`src/rtl/alu_pkg.sv`:
```
// alu_pkg: shared types for the ALU issue stage.
//   OP_*          : ALU opcode encodings
//   cmd_t         : packed queued command {op, c, a, b}, 12 bits
//   issue_state_t : issue FSM state
package alu_pkg;

    localparam logic [1:0] OP_SRA = 2'b00;
    localparam logic [1:0] OP_SRL = 2'b01;
    localparam logic [1:0] OP_SUB = 2'b10;
    localparam logic [1:0] OP_ADD = 2'b11;

    typedef struct packed {
        logic [1:0] op;
        logic [1:0] c;
        logic [3:0] a;
        logic [3:0] b;
    } cmd_t;

    typedef enum logic [1:0] {
        IDLE = 2'd0,
        EXEC = 2'd1,
        HOLD = 2'd2
    } issue_state_t;

endpackage

```
`src/rtl/alu_issue_queue_fifo.sv`:
```
// alu_cmd_fifo: synchronous FIFO of cmd_t.
//   clk, reset : rising-edge clock, synchronous active-high reset
//   push       : write pushData at the tail (caller guarantees not full)
//   pop        : advance the head (caller guarantees not empty)
//   headData   : current head entry, valid whenever count != 0
//   count      : occupancy 0..DEPTH
module alu_cmd_fifo
    import alu_pkg::*;
#(
    parameter int unsigned DEPTH = 4
) (
    input  logic                         clk,
    input  logic                         reset,
    input  logic                         push,
    input  cmd_t                         pushData,
    input  logic                         pop,
    output cmd_t                         headData,
    output logic [$clog2(DEPTH+1)-1:0]   count
);

    localparam int unsigned PTR_W = $clog2(DEPTH);

    cmd_t             mem [DEPTH];
    logic [PTR_W-1:0] wrPtr;
    logic [PTR_W-1:0] rdPtr;

    // Storage carries no reset; occupancy and pointers define validity.
    always_ff @(posedge clk) begin
        if (push) begin
            mem[wrPtr] <= pushData;
        end
    end

    // Pointers wrap modulo DEPTH (power of two); full/empty come from count.
    always_ff @(posedge clk) begin
        if (reset) begin
            wrPtr <= '0;
            rdPtr <= '0;
            count <= '0;
        end else begin
            if (push) begin
                wrPtr <= wrPtr + PTR_W'(1);
            end
            if (pop) begin
                rdPtr <= rdPtr + PTR_W'(1);
            end
            case ({push, pop})
                2'b10:   count <= count + 1'b1;
                2'b01:   count <= count - 1'b1;
                default: count <= count;
            endcase
        end
    end

    assign headData = mem[rdPtr];

endmodule

```
`src/rtl/alu_issue_queue.sv`:
```
// alu_issue_queue: command issue stage in front of a 4-bit combinational ALU.
//   clk, reset            : rising-edge clock, synchronous active-high reset
//   in_valid/in_ready     : upstream command handshake
//   in_a, in_b, in_c, in_op : command fields
//   alu_a/b/c/op          : registered ALU input drive
//   alu_ans               : ALU combinational result
//   res_valid/res_ready   : downstream result handshake
//   res_data              : registered ALU result
//   count                 : queued command count 0..DEPTH
module alu_issue_queue
    import alu_pkg::*;
#(
    parameter int unsigned DEPTH  = 4,
    parameter int unsigned DATA_W = 4
) (
    input  logic                        clk,
    input  logic                        reset,
    input  logic                        in_valid,
    output logic                        in_ready,
    input  logic [DATA_W-1:0]           in_a,
    input  logic [DATA_W-1:0]           in_b,
    input  logic [1:0]                  in_c,
    input  logic [1:0]                  in_op,
    output logic [DATA_W-1:0]           alu_a,
    output logic [DATA_W-1:0]           alu_b,
    output logic [1:0]                  alu_c,
    output logic [1:0]                  alu_op,
    input  logic [DATA_W-1:0]           alu_ans,
    output logic                        res_valid,
    input  logic                        res_ready,
    output logic [DATA_W-1:0]           res_data,
    output logic [$clog2(DEPTH+1)-1:0]  count
);

    localparam int unsigned CNT_W = $clog2(DEPTH+1);

    issue_state_t state;
    cmd_t         pushCmd;
    cmd_t         headCmd;
    logic         pushEn;
    logic         popEn;

    assign in_ready = (count != CNT_W'(DEPTH));
    assign pushEn   = in_valid && in_ready;
    assign pushCmd  = '{op: in_op, c: in_c, a: in_a, b: in_b};

    // Pop decision uses registered count only, so a command pushed this
    // cycle can never be issued in the same cycle.
    always_comb begin
        popEn = 1'b0;
        if (count != '0) begin
            popEn = (state == IDLE) || ((state == HOLD) && res_ready);
        end
    end

    alu_cmd_fifo #(
        .DEPTH (DEPTH)
    ) cmdFifo (
        .clk      (clk),
        .reset    (reset),
        .push     (pushEn),
        .pushData (pushCmd),
        .pop      (popEn),
        .headData (headCmd),
        .count    (count)
    );

    always_ff @(posedge clk) begin
        if (reset) begin
            state     <= IDLE;
            alu_a     <= '0;
            alu_b     <= '0;
            alu_c     <= '0;
            alu_op    <= '0;
            res_valid <= 1'b0;
            res_data  <= '0;
        end else begin
            case (state)
                IDLE: begin
                    if (popEn) begin
                        alu_a  <= headCmd.a;
                        alu_b  <= headCmd.b;
                        alu_c  <= headCmd.c;
                        alu_op <= headCmd.op;
                        state  <= EXEC;
                    end
                end
                EXEC: begin
                    res_data  <= alu_ans;
                    res_valid <= 1'b1;
                    state     <= HOLD;
                end
                HOLD: begin
                    if (res_ready) begin
                        res_valid <= 1'b0;
                        if (popEn) begin
                            alu_a  <= headCmd.a;
                            alu_b  <= headCmd.b;
                            alu_c  <= headCmd.c;
                            alu_op <= headCmd.op;
                            state  <= EXEC;
                        end else begin
                            state <= IDLE;
                        end
                    end
                end
                default: state <= IDLE;
            endcase
        end
    end

endmodule
```
`config.mk`:
```
export PLATFORM = sky130hd
export DESIGN_NAME = alu_issue_queue
export DESIGN_NICKNAME = d
export VERILOG_FILES = /design/src/rtl/alu_pkg.sv /design/src/rtl/alu_issue_queue_fifo.sv /design/src/rtl/alu_issue_queue.sv
export SDC_FILE = /design/constraint.sdc
export NUM_CORES = 1
export LEC_CHECK = 0
export ABC_AREA = 1
export CORE_ASPECT_RATIO = 1.25
export CORE_MARGIN = 10
export CORE_UTILIZATION = 45
export DETAILED_ROUTE_END_ITERATION = 12
export PLACE_DENSITY = 0.75
export SYNTH_ARGS = -nofsm -noshare
export SYNTH_HDL_FRONTEND = slang
export SYNTH_HIERARCHICAL = 1
export SYNTH_SLANG_ARGS = --single-unit
```
`constraint.sdc`:
```
create_clock -name clk -period 2.6 [get_ports clk]
set_clock_uncertainty 0.2 [all_clocks]
set_input_delay 0.39 -clock clk [delete_from_list [all_inputs] [get_ports clk]]
set_output_delay 0.39 -clock clk [all_outputs]
set_load 0.01 [all_outputs]
```
=== Word level (Yosys, flattened, before mapping) ===
Memory sizes are Yosys's and may differ from the RTL's. A register that Yosys moved wholly into a read port is not among the register bits.
Index checks and enable logic that the tools add are counted.

* $add $sub $neg: 4
* Eq/ne operators: 7
* Mux-type cells: 24
* Reduce and logical (&&, ||, !) cells: 11

{| class="wikitable"
|+ Operators with widths
! operator !! number
|-
| $mux W2 || 8
|-
| $mux W4 || 4
|-
| $pmux W4 S2 || 2
|-
| $pmux W2 S2 || 2
|-
| $pmux W2 S3 || 1
|-
| $pmux W3 S2 || 1
|-
| $reduce_and A2 Y1 || 3
|-
| $reduce_bool A2 Y1 || 3
|-
| $mux W1 || 5
|-
| $add A2 B1 Y2 const B || 2
|-
| $eq A2 B1 Y1 const B || 2
|-
| $eq A2 B2 Y1 const B || 2
|-
| $add A3 B1 Y3 const B || 1
|-
| $ne A3 B3 Y1 const B || 1
|-
| $reduce_bool A3 Y1 || 1
|-
| $sub A3 B1 Y3 const B || 1
|-
| $logic_and A1 B1 Y1 || 2
|-
| $logic_not A2 Y1 || 1
|-
| $ne A2 B1 Y1 const B || 1
|-
| $ne A2 B2 Y1 const B || 1
|-
| $pmux W1 S2 || 1
|-
| $logic_or A1 B1 Y1 || 1
|}

* Register bits after elaboration: 26
* Bits in writable memories: 48
* Output and inout port bits: 21
* Memories: 1

{| class="wikitable"
|+ Memories
! name !! words !! width !! rd ports !! clocked after memory_dff !! wr ports !! RTL line !! source
|-
| cmdFifo.mem || 4 || 12 || 1 || 1 || 1 || alu_issue_queue_fifo.sv:23 || <nowiki>cmd_t mem [DEPTH];</nowiki>
|}

=== Depth between registers and ports, before layout ===
Gate-level depths: netlist of run 1.

* Word-level depth: 7
* Depth in mapped cells: 14
* Mapped depth without buffers: 13

=== Hierarchy ===
The synthesis of run 1 kept the hierarchy.

{| class="wikitable"
|+ By module, submodules not included
! module !! instances !! cells each !! area each (sq um)
|-
| alu_cmd_fifo || 1 || 172 || 2215.9
|-
| alu_issue_queue || 1 || 115 || 830.8
|}

=== Worst setup path after synthesis of run 1 ===
No wires, ideal clock.

* Path kind: reg-to-reg
* From: reg cmdFifo.count[2]
* To: reg cmdFifo.count[2]
* Setup time: 110 ps
* Arrival: 1791 ps
* Data required time: 2290 ps
* Setup slack: 500 ps
* Cell stages (with the launch flop): 14
* Period minus slack after synthesis: 2100 ps
* Path through: dfxtp_1 nand3b_4 buf_2 nand2_1 inv_1 ha_1 inv_1 fa_1 inv_1 nand2_1 nand3_1 nand2_1 inv_1 nor2_1

* Word-level cells in the longest chain between the ends: 4
* Elaborated cells between the ends (all ways): 10

{| class="wikitable"
|+ RTL lines
! element !! RTL line !! source
|-
| start: declaration || alu_issue_queue_fifo.sv:18 || <nowiki>output logic [$clog2(DEPTH+1)-1:0] count</nowiki>
|-
| start signal: assignment || alu_issue_queue_fifo.sv:48 || <nowiki>2'b10: count <= count + 1'b1;</nowiki>
|-
| start signal: assignment || alu_issue_queue_fifo.sv:49 || <nowiki>2'b01: count <= count - 1'b1;</nowiki>
|-
| start signal: assignment || alu_issue_queue_fifo.sv:50 || <nowiki>default: count <= count;</nowiki>
|-
| $reduce_bool A3 Y1 (*) || alu_issue_queue.sv:51 || <nowiki>if (count != '0) begin</nowiki>
|-
| $mux W1 (*) || alu_issue_queue.sv:51 ||
|-
| net popEn || alu_issue_queue.sv:41 || <nowiki>logic popEn;</nowiki>
|-
| $eq A2 B1 Y1 or $eq A2 B2 Y1 (tied branches) || alu_issue_queue_fifo.sv:47 || <nowiki>case ({push, pop})</nowiki>
|-
| $pmux W3 S2 or $reduce_bool A2 Y1 (tied branches) || n/a ||
|}

Mark *: on every way through the listed nets, which the timed path passes. The rest lies on a longest branch.
A chain may end at the register's enable or synchronous reset.

=== Final worst setup path of run 1 ===
* From: reg cmdFifo.count[1]
* To: reg cmdFifo.count[2]

* Word-level cells in the longest chain between the ends: 4
* Elaborated cells between the ends (all ways): 10

{| class="wikitable"
|+ RTL lines
! element !! RTL line !! source
|-
| $ne A3 B3 Y1 (*) || alu_issue_queue.sv:43 || <nowiki>assign in_ready = (count != CNT_W'(DEPTH));</nowiki>
|-
| $logic_and A1 B1 Y1 (*) || alu_issue_queue.sv:44 || <nowiki>assign pushEn = in_valid && in_ready;</nowiki>
|-
| net pushEn || alu_issue_queue.sv:40 || <nowiki>logic pushEn;</nowiki>
|-
| $eq A2 B1 Y1 or $eq A2 B2 Y1 (tied branches) || alu_issue_queue_fifo.sv:47 ||
|-
| $pmux W3 S2 or $reduce_bool A2 Y1 (tied branches) || n/a ||
|}

Marks and branches as above.

==> impl_metrics.py, run 1 <==
metrics = {
    "hold_path": {
        "hold_path_class": "register to register",
        "whs_path_depth": 1,
        "hp-start": "cmdFifo/rdPtr[1]",
        "holdPathEnd": "cmdFifo/rdPtr[1]",
    },
    "synth": {
        "syn_nets": 313,
        "syn-cell-area_mm2": 0.00305,
        "synth_ff_type": "edfxtp_1",
        "ys_types": 21,
        "ys_warn_count": 6,
        "yosys.area.top_type": "edfxtp_1",
        "synth_area_leaders": "edfxtp_1 (47%), dfxtp_1 (18%), nor2_1 (6.0%)",
        "synth.top_cell.area_share_pct": 47.3,
        "synth_seq_cells": 76,
        "netlist_instances": 287,
        "ys_seq_area_share_pct": 65.7,
        "synth_edf_count": 48,
        "synthArstFlopShare_pct": 0,
        "syn_avg_cell_area_um2": 10.6,
    },
    "setup_path": {
        "critical_path_class": "register to register",
        "rr_worst_depth": 13,
        "cp.required_ns": 2.65,
        "rr_startpoint": "cmdFifo/count[1]",
        "cp_top_family": "adder cells",
        "cp_common_cell": "inv_1",
        "worstSetupEndpointType": "register",
        "max_stage_delay_ns": 0.39,
        "rrSetupSlack_ns": 0.42,
        "slowest_stage": "fa_1",
        "startpoint": "cmdFifo/count[1]",
        "path_buf_inv": 5,
        "rr_endpoint": "cmdFifo/count[2]",
        "cp-start-kind": "register",
        "path_cells": "inv_1 > nand3_1 > and2_1 > inv_1 > ha_1 > inv_1 > fa_1 > inv_1 > nand2_1 > nand3_1 > nand2_1 > inv_1 > nor2_1",
        "crit_arrival_ns": 2.23,
        "worst-path-max-fanout": 5,
    },
    "power_and_ir_drop": {
        "switching_power_mw": 1.43,
        "p_comb_share_pct": 36.9,
        "cellPowerDensity_mw_per_mm2": 1110,
        "pwr-share-seq_pct": 41.6,
        "intPower_mw": 2.67,
        "p_sw_share_pct": 34.8,
        "leakage_nw": 1.47,
        "ir_drop_v": 0.000391,
        "p_clk_share_pct": 21.5,
    },
    "sta": {
        "worst_pin_slew_ns": 0.530,
        "rsz0062_at_grt": "false",
        "setup_ws_ns": 0.424,
        "tns_ns": 0,
        "hold_violations": 0,
        "min_period_over_period_pct": 83.7,
        "max_freq_mhz": 460,
        "hold-worst-slack_ns": 0.248,
        "setup_viol": 0,
        "maxSlewViolCount": 0,
        "fin_crit_ns": 2.18,
        "max_slew_margin_pct": 64.6,
    },
    "finish": {
        "layout_commonest_cell": "nor2_1",
        "num_antenna_cells": 0,
        "syn_to_final_growth_pct": 21.4,
        "seq_area_mm2": 0.00200,
        "layout-drive-gt1-share_pct": 6.57,
        "multi_input_area_um2": 822,
        "final_nets": 356,
        "layout_common_cells": "nor2_1 (49), edfxtp_1 (48), clkdlybuf4s50_1 (40)",
        "nFillCells": 557,
    },
    "outcome": {
        "status": "complete, no violations",
    },
    "clock_tree": {
        "clkSlewWorstSetupHoldPaths_ns": 0.08,
        "cts_made_buffers": 9,
        "ctsHoldBuffers": 0,
        "cts_root_buffer": "clkbuf_8",
        "clk_path_buf_depth": 2,
        "cts_resized": 0,
        "post_cts_buffers": 0,
        "clk_latency_ns": 0.34,
        "htree_levels": 3,
        "cts_tree": "done",
        "clock-sinks": 76,
    },
    "route": {
        "wl_met2_um": 2790,
        "vias_per_cell": 4.79,
        "dr_wl_met3_um": 333,
        "wl_per_cell_um": 13.4,
        "drt_iter0_drc": 147,
        "wirelength_um": 5670,
        "route.detailed.drc": 0,
        "drt-met1-wl_um": 2410,
        "highest_layer": "met4",
        "ant_nets": 0,
        "drt_pass1_iterations": 6,
        "dr_total_vias": 2021,
    },
    "global_route": {
        "antenna_found_initial": 0,
        "grt_pass1_wl_um": 9370,
        "grt_overflow": 0,
        "grt_max_degree": 25,
        "grt_util_all_layers_pct": 11.2,
        "grt_pass1_vias": 2003,
    },
    "placement": {
        "hpwl_um": 3900,
        "io_buffer_count": 40,
        "place_congestion": 0.734,
        "place_ws_ns": 0.0801,
    },
    "die": {
        "core_mm2": 0.00657,
        "io_pins": 41,
        "dieArea_mm2": 0.0105,
        "start_util_pct": 46.4,
        "die_h_um": 112,
        "rows": 33,
        "die_w_um": 93.6,
    },
    "run": {
        "maxCapViolCount": 0,
    },
}
[state kept, by name, summed over array words and instances, names as in the netlist, named ones only]
signal         count
alu_a              4
res_valid          1
cmdFifo/count      3
res_data           4
cmdFifo/rdPtr      2
state              2
alu_b              4
alu_c              2
cmdFifo/wrPtr      2
cmdFifo/mem       48
alu_op             2
[power groups by stage]
stage          Sequential, mW  Clock (mW)  Combinational [mW]
4_1_cts                  1.71       0.911                1.54
3_5_place_dp             1.74           0                1.54
5_1_grt                  1.74       0.956                1.73
3_3_place_gp             1.72           0                1.50
6_report                 1.71       0.880                1.51
2_1_floorplan            1.76           0               0.998
[cell type report]
cell class / count / share of cell area [%]
clock buffer: 11 / 4.70
clock inverter: 5 / 0.812
inverter: 37 / 3.76
multi-input combinational: 163 / 22.2
sequential: 76 / 54.1
tap: 87 / 2.94
timing repair buffer: 43 / 11.4
[through the flow]
stage | area [um2] | instances | util (%) | total power, mW
2_1_floorplan | 3050 | 287 | - | 2.76
3_3_place_gp | 3490 | 406 | 53.2 | 3.22
3_5_place_dp | 3490 | 406 | 53.2 | 3.27
4_1_cts | 3700 | 422 | 56.3 | 4.16
5_1_grt | 3700 | 422 | 56.3 | 4.43
6_report | 3700 | 422 | 56.3 | 4.10
[routing by layer]
layer  vias to the layer above  track usage [%]
met1                       914             12.2
met3                         8             2.96
met2                        44             18.7
met5                         -                0
li1                       1055                -
met4                         0             7.51
[synthesized netlist by cell type, types with 2 or more instances]
cell / count
inv_1: 36
o22ai_1: 12
o21ai_1: 16
nor2_1: 49
a21oi_1: 19
dfxtp_1: 28
buf_4: 2
edfxtp_1: 48
ha_1: 5
nand2_1: 23
buf_2: 4
buf_6: 4
nand3_1: 16
o21ai_0: 18
[how the worst max path moves through the flow]
stage | to | slack (ns) | cells past startpoint
2_1_floorplan | cmdFifo/count[2] | 0.50 | 13
3_3_place_gp | cmdFifo/count[2] | 0.17 | 14
3_5_place_dp | cmdFifo/count[2] | 0.08 | 14
4_1_cts | cmdFifo/count[2] | 0.41 | 13
5_1_grt | cmdFifo/count[2] | 0.17 | 13
6_report | cmdFifo/count[2] | 0.42 | 13
[worst reg2reg max path, cell delays in order, from the launching register on]
cell	delay [ns]
dfxtp_1	0.34
inv_1	0.12
nand3_1	0.10
and2_1	0.20
inv_1	0.14
ha_1	0.18
inv_1	0.07
fa_1	0.39
inv_1	0.07
nand2_1	0.06
nand3_1	0.08
nand2_1	0.05
inv_1	0.05
nor2_1	0.03
[cells by family after synthesis]
family                   share of synthesized area (%)
adder cells (fa/ha/maj)                           2.71
AND/OR/NAND/NOR                                   12.6
flip-flops                                        65.7
buffers and inverters                             7.31
AO/OA/AOI/OAI                                     11.7
Power figures use the tool's default switching activity.
==> run 2, diff against run 1 <==
Settings changed: PLACE_DENSITY 0.75 to 0.78.
Clock period 2.6 ns to 1.9 ns, I/O delays scaled along.
==> run 2 against run 1 <==
  * Sequential share of layout area decreased by 2.1 points
  * Clock power increased by 17%
  * Fmax increased by 16%
  * Cell area increased by 4.4%
  * Register-to-register slack got worse by 0.41 ns
  * Largest cell class unchanged
  * Clock-buffer cell count unchanged
  * Hold slack got worse by 0.012 ns
  * Critical path depth unchanged
  * Critical path type unchanged
  * Global-route usage increased by 0.26 points
  * Largest power group is now combinational cells
  * Critical endpoint unchanged
  * Combinational power increased by 62%
==> impl_metrics.py, run 2 (same netlist as run 1, synthesis figures left out) <==
metrics = {
    "die": {
        "core_mm2": 0.00657,
        "start_util_pct": 46.4,
        "io_pins": 41,
        "die_h_um": 112,
        "rows": 33,
        "die_w_um": 93.6,
        "dieArea_mm2": 0.0105,
    },
    "setup_path": {
        "slowest_stage": "dfxtp_4",
        "cp.required_ns": 1.95,
        "cp-start-kind": "register",
        "worst-path-max-fanout": 4,
        "rrSetupSlack_ns": 0.02,
        "rr_startpoint": "cmdFifo/count[1]",
        "rr_worst_depth": 13,
        "worstSetupEndpointType": "register",
        "crit_arrival_ns": 1.93,
        "cp_top_family": "adder cells",
        "rr_endpoint": "cmdFifo/count[2]",
        "max_stage_delay_ns": 0.37,
        "path_buf_inv": 5,
        "cp_common_cell": "inv_4",
        "path_cells": "inv_4 > nand3_4 > and2_4 > inv_4 > ha_4 > inv_4 > fa_2 > inv_2 > nand2_2 > nand3_2 > nand2_1 > inv_1 > nor2_1",
        "critical_path_class": "register to register",
    },
    "finish": {
        "multi_input_area_um2": 870,
        "largest-register": "cmdFifo/mem",
        "postLayoutCellArea_mm2": 0.00386,
        "seq_area_mm2": 0.00201,
        "layout-drive-gt1-share_pct": 14.7,
        "fin_util_pct": 58.8,
        "nFillCells": 544,
        "layout_common_cells": "nor2_1 (49), edfxtp_1 (48), clkdlybuf4s50_1 (38)",
        "num_antenna_cells": 0,
        "layout_commonest_cell": "nor2_1",
        "final_nets": 368,
        "fin_cells": 434,
        "largest_register_ffs": 48,
        "syn_to_final_growth_pct": 26.8,
    },
    "hold_path": {
        "hold_path_class": "input port to register",
        "hp-start": "res_ready",
        "whs_path_depth": 4,
        "holdPathEnd": "state[1]",
    },
    "clock_tree": {
        "cts_tree": "done",
        "clkSlewWorstSetupHoldPaths_ns": 0.08,
        "htree_levels": 3,
        "cts_made_buffers": 9,
        "clk_latency_ns": 0.34,
        "cts_root_buffer": "clkbuf_8",
        "clk_path_buf_depth": 2,
        "clock-sinks": 76,
    },
    "placement": {
        "hpwl_um": 4040,
        "place_ws_ns": -0.452,
        "placed_cells": 416,
        "place_congestion": 0.735,
        "placed_area_mm2": 0.00366,
        "io_buffer_count": 40,
    },
    "sta": {
        "worst_pin_slew_ns": 0.395,
        "maxSlewViolCount": 0,
        "setup_viol": 0,
        "fin_crit_ns": 1.88,
        "rsz0062_at_grt": "true",
        "max_freq_mhz": 531,
        "min_period_over_period_pct": 99.1,
        "setup_ws_ns": 0.0168,
        "tns_ns": 0,
        "max_slew_margin_pct": 73.6,
        "hold-worst-slack_ns": 0.236,
        "hold_violations": 0,
    },
    "power_and_ir_drop": {
        "ir_drop_v": 0.000593,
        "cellPowerDensity_mw_per_mm2": 1500,
        "leakage_nw": 1.53,
        "total_power_mw": 5.79,
    },
    "route": {
        "vias_per_cell": 5.00,
        "wl_per_cell_um": 14.0,
        "wirelength_um": 6060,
        "drt_iter0_drc": 209,
        "drt_pass1_iterations": 4,
        "ant_nets": 0,
        "route.detailed.drc": 0,
        "dr_total_vias": 2170,
    },
    "run": {
        "maxCapViolCount": 0,
    },
    "global_route": {
        "grt_pass1_wl_um": 9630,
        "busiest_layer": "met2",
        "grt_use_met1_pct": 13.0,
        "grt_util_all_layers_pct": 11.5,
        "gr-usage-met3_pct": 3.16,
        "antenna_found_initial": 0,
        "grt_pass1_vias": 2054,
        "grt_overflow": 0,
        "grt_max_degree": 25,
        "use_met2_pct": 19.3,
    },
    "outcome": {
        "status": "complete, no violations",
    },
}
-- run 2: timing repair --
item / 4_1_cts / 5_1_grt
hold buffers: 0 / 0
buffers inserted: 0 / 2
endpoints found under the setup margin: 2 / 2
resized for setup: 1 / 10
pin swaps: 0 / 8
-- run 2: worst max-delay path by stage --
stage	from	to	slack, ns	cells past startpoint
floorplan	state[1]	cmdFifo/count[2]	-0.01	13
global placement	res_ready	cmdFifo/count[2]	-0.40	14
detailed placement	res_ready	cmdFifo/count[2]	-0.45	13
CTS	cmdFifo/count[0]	cmdFifo/count[2]	0.007	12
global route	cmdFifo/count[1]	cmdFifo/count[2]	-0.06	12
finish	cmdFifo/count[1]	cmdFifo/count[2]	0.02	13
-- run 2: worst min-delay path, stage by stage --
cell,delay (ns)
dlygate4sd2_1,0.26
inv_4,0.06
nand3_1,0.09
a21oi_1,0.06
-- run 2: power breakdown --
part	internal, mW	switching [mW]
logic	1.11	1.33
registers	2.13	0.187
clock network	0.470	0.559
-- run 2: cell type report --
class	instances	area share (%)
Sequential cell	76	52.0
Tap cell	87	2.82
Inverter	37	3.92
Timing Repair Buffer	55	14.6
Clock buffer	11	3.40
Clock inverter	5	0.713
Multi-Input combinational cell	163	22.5
-- run 2: routing by layer --
metal | wire [um] | share of wire [%]
met1 | 2410 | 40
met2 | 3100 | 51
met3 | 448 | 7.4
met4 | 108 | 1.8
met5 | 0 | 0
==> run 3, diff against run 2 <==
Settings changed: CELL_PAD_IN_SITES_DETAIL_PLACEMENT set to 0, CELL_PAD_IN_SITES_GLOBAL_PLACEMENT set to 1, CORE_UTILIZATION 45 to 38, PLACE_DENSITY 0.78 to 0.82, RECOVER_POWER set to 50.
==> run 3 against run 2 <==
  * Cell area fell by 0.29%
  * First-iteration DRC count is 39% lower
  * Largest cell class unchanged
  * Die area increased by 15%
  * Critical path type unchanged
  * Total power up 0.49%
  * Core utilization fell by 9.4 points
  * Highest routed layer unchanged
  * Flip-flop and latch count unchanged
==> impl_metrics.py, run 3 (same netlist as run 1, synthesis figures left out) <==
metrics = {
    "outcome": {
        "status": "complete, no violations",
    },
    "finish": {
        "num_antenna_cells": 0,
        "final_nets": 369,
        "nFillCells": 733,
        "layout-drive-gt1-share_pct": 13.8,
        "syn_to_final_growth_pct": 26.4,
        "layout_common_cells": "nor2_1 (49), edfxtp_1 (48), inv_1 (30)",
        "fin_util_pct": 49.4,
        "fin_cells": 443,
        "largest-register": "cmdFifo/mem",
        "postLayoutCellArea_mm2": 0.00385,
        "largest_register_ffs": 48,
        "layout_commonest_cell": "nor2_1",
    },
    "route": {
        "wirelength_um": 6100,
        "dr_total_vias": 2129,
        "drt_iter0_drc": 128,
        "wl_per_cell_um": 13.8,
        "vias_per_cell": 4.81,
        "drt_pass1_iterations": 4,
        "ant_nets": 0,
        "route.detailed.drc": 0,
    },
    "setup_path": {
        "rr_worst_depth": 13,
        "critical_path_class": "register to register",
        "cp.required_ns": 1.95,
        "rr_startpoint": "cmdFifo/count[1]",
        "worst-path-max-fanout": 4,
        "cp-start-kind": "register",
        "worstSetupEndpointType": "register",
        "startpoint": "cmdFifo/count[1]",
        "crit_arrival_ns": 1.84,
    },
    "power_and_ir_drop": {
        "leakage_nw": 1.53,
        "total_power_mw": 5.82,
        "ir_drop_v": 0.000600,
        "cellPowerDensity_mw_per_mm2": 1510,
    },
    "hold_path": {
        "hold_path_class": "input port to register",
        "hp-start": "res_ready",
        "whs_path_depth": 4,
    },
    "sta": {
        "worst_pin_slew_ns": 0.481,
        "max_slew_margin_pct": 67.9,
        "maxSlewViolCount": 0,
        "fin_crit_ns": 1.79,
        "setup_viol": 0,
        "tns_ns": 0,
        "setup_ws_ns": 0.110,
        "hold_violations": 0,
        "hold-worst-slack_ns": 0.221,
        "max_freq_mhz": 559,
        "rsz0062_at_grt": "false",
        "min_period_over_period_pct": 94.2,
    },
    "placement": {
        "hpwl_um": 4300,
        "placed_area_mm2": 0.00365,
        "place_ws_ns": -0.435,
        "placed_cells": 426,
        "io_buffer_count": 40,
        "place_congestion": 0.725,
    },
    "clock_tree": {
        "cts_tree": "done",
        "clk_path_buf_depth": 2,
        "cts_root_buffer": "clkbuf_8",
        "clock-sinks": 76,
        "clkSlewWorstSetupHoldPaths_ns": 0.08,
        "cts_made_buffers": 9,
        "clk_latency_ns": 0.34,
        "htree_levels": 3,
    },
    "global_route": {
        "grt_overflow": 0,
        "grt_pass1_vias": 2195,
        "grt_pass1_wl_um": 10100,
        "antenna_found_initial": 0,
        "grt_max_degree": 25,
        "grt_util_all_layers_pct": 10.5,
    },
    "run": {
        "maxCapViolCount": 0,
    },
    "die": {
        "die_h_um": 120,
        "io_pins": 41,
        "start_util_pct": 39.1,
        "rows": 36,
        "die_w_um": 100,
        "dieArea_mm2": 0.0120,
        "core_mm2": 0.00779,
    },
}
## run 3: changes by cell type in the layout (fill, tap and decap cells not counted), moves of 3 or more
cell	before	now
buf_12	4	1
clkinv_2	3	0
o21ai_0	18	24
inv_4	7	4
dlygate4sd3_1	0	12
o21ai_1	16	10
clkdlybuf4s50_1	38	26
## run 3: cell type report
class | count | area, um2 | area share, %
multi-input combinational | 163 | 852 | 22.1
inverter | 37 | 149 | 3.87
sequential | 76 | 2010 | 52.2
tap | 95 | 119 | 3.09
timing repair buffer | 56 | 532 | 13.8
clock inverter | 6 | 62.6 | 1.62
clock buffer | 10 | 128 | 3.31
## run 3: power by group
group | switching (mW) | leakage (nW) | internal, mW | total (mW)
logic | 1.30 | 0.768 | 1.03 | 2.33
clock network | 0.581 | 0.0865 | 0.603 | 1.18
registers | 0.175 | 0.674 | 2.13 | 2.30
## run 3: final timing paths
| check | to | slack, ns |
|---|---|---|
| min reg2reg | cmdFifo/rdPtr[1] | 0.24 |
| min | state[1] | 0.22 |
| max reg2reg | cmdFifo/count[2] | 0.11 |
| max | cmdFifo/count[2] | 0.11 |
## run 3: per-layer routing
metal  up-vias  part of all wire (%)  global-route usage (%)
met2        46                    50                    17.6
met4         0                   2.1                    4.60
li1       1080                     -                       -
met1       993                    42                    11.6
met3        10                   6.0                    3.85
met5         -                     0                       0
## run 3: critical path, stage by stage, from the launching register on
cell and delay (ns):
dfxtp_4 0.37, inv_4 0.06, nand3_2 0.06, and2_4 0.17, inv_4 0.06, ha_4 0.12
inv_2 0.04, fa_2 0.33, inv_1 0.06, nand2_1 0.05, nand3_1 0.06, nand2_1 0.05
inv_1 0.04, nor2_1 0.03
## run 3: repair_timing
item                                    CTS  global route
buffers inserted                          0             1
resized for setup                         1             4
hold buffers                              0             0
pin swaps                                 0             2
endpoints found under the setup margin    2             2
endpoints found under the hold margin     0             0
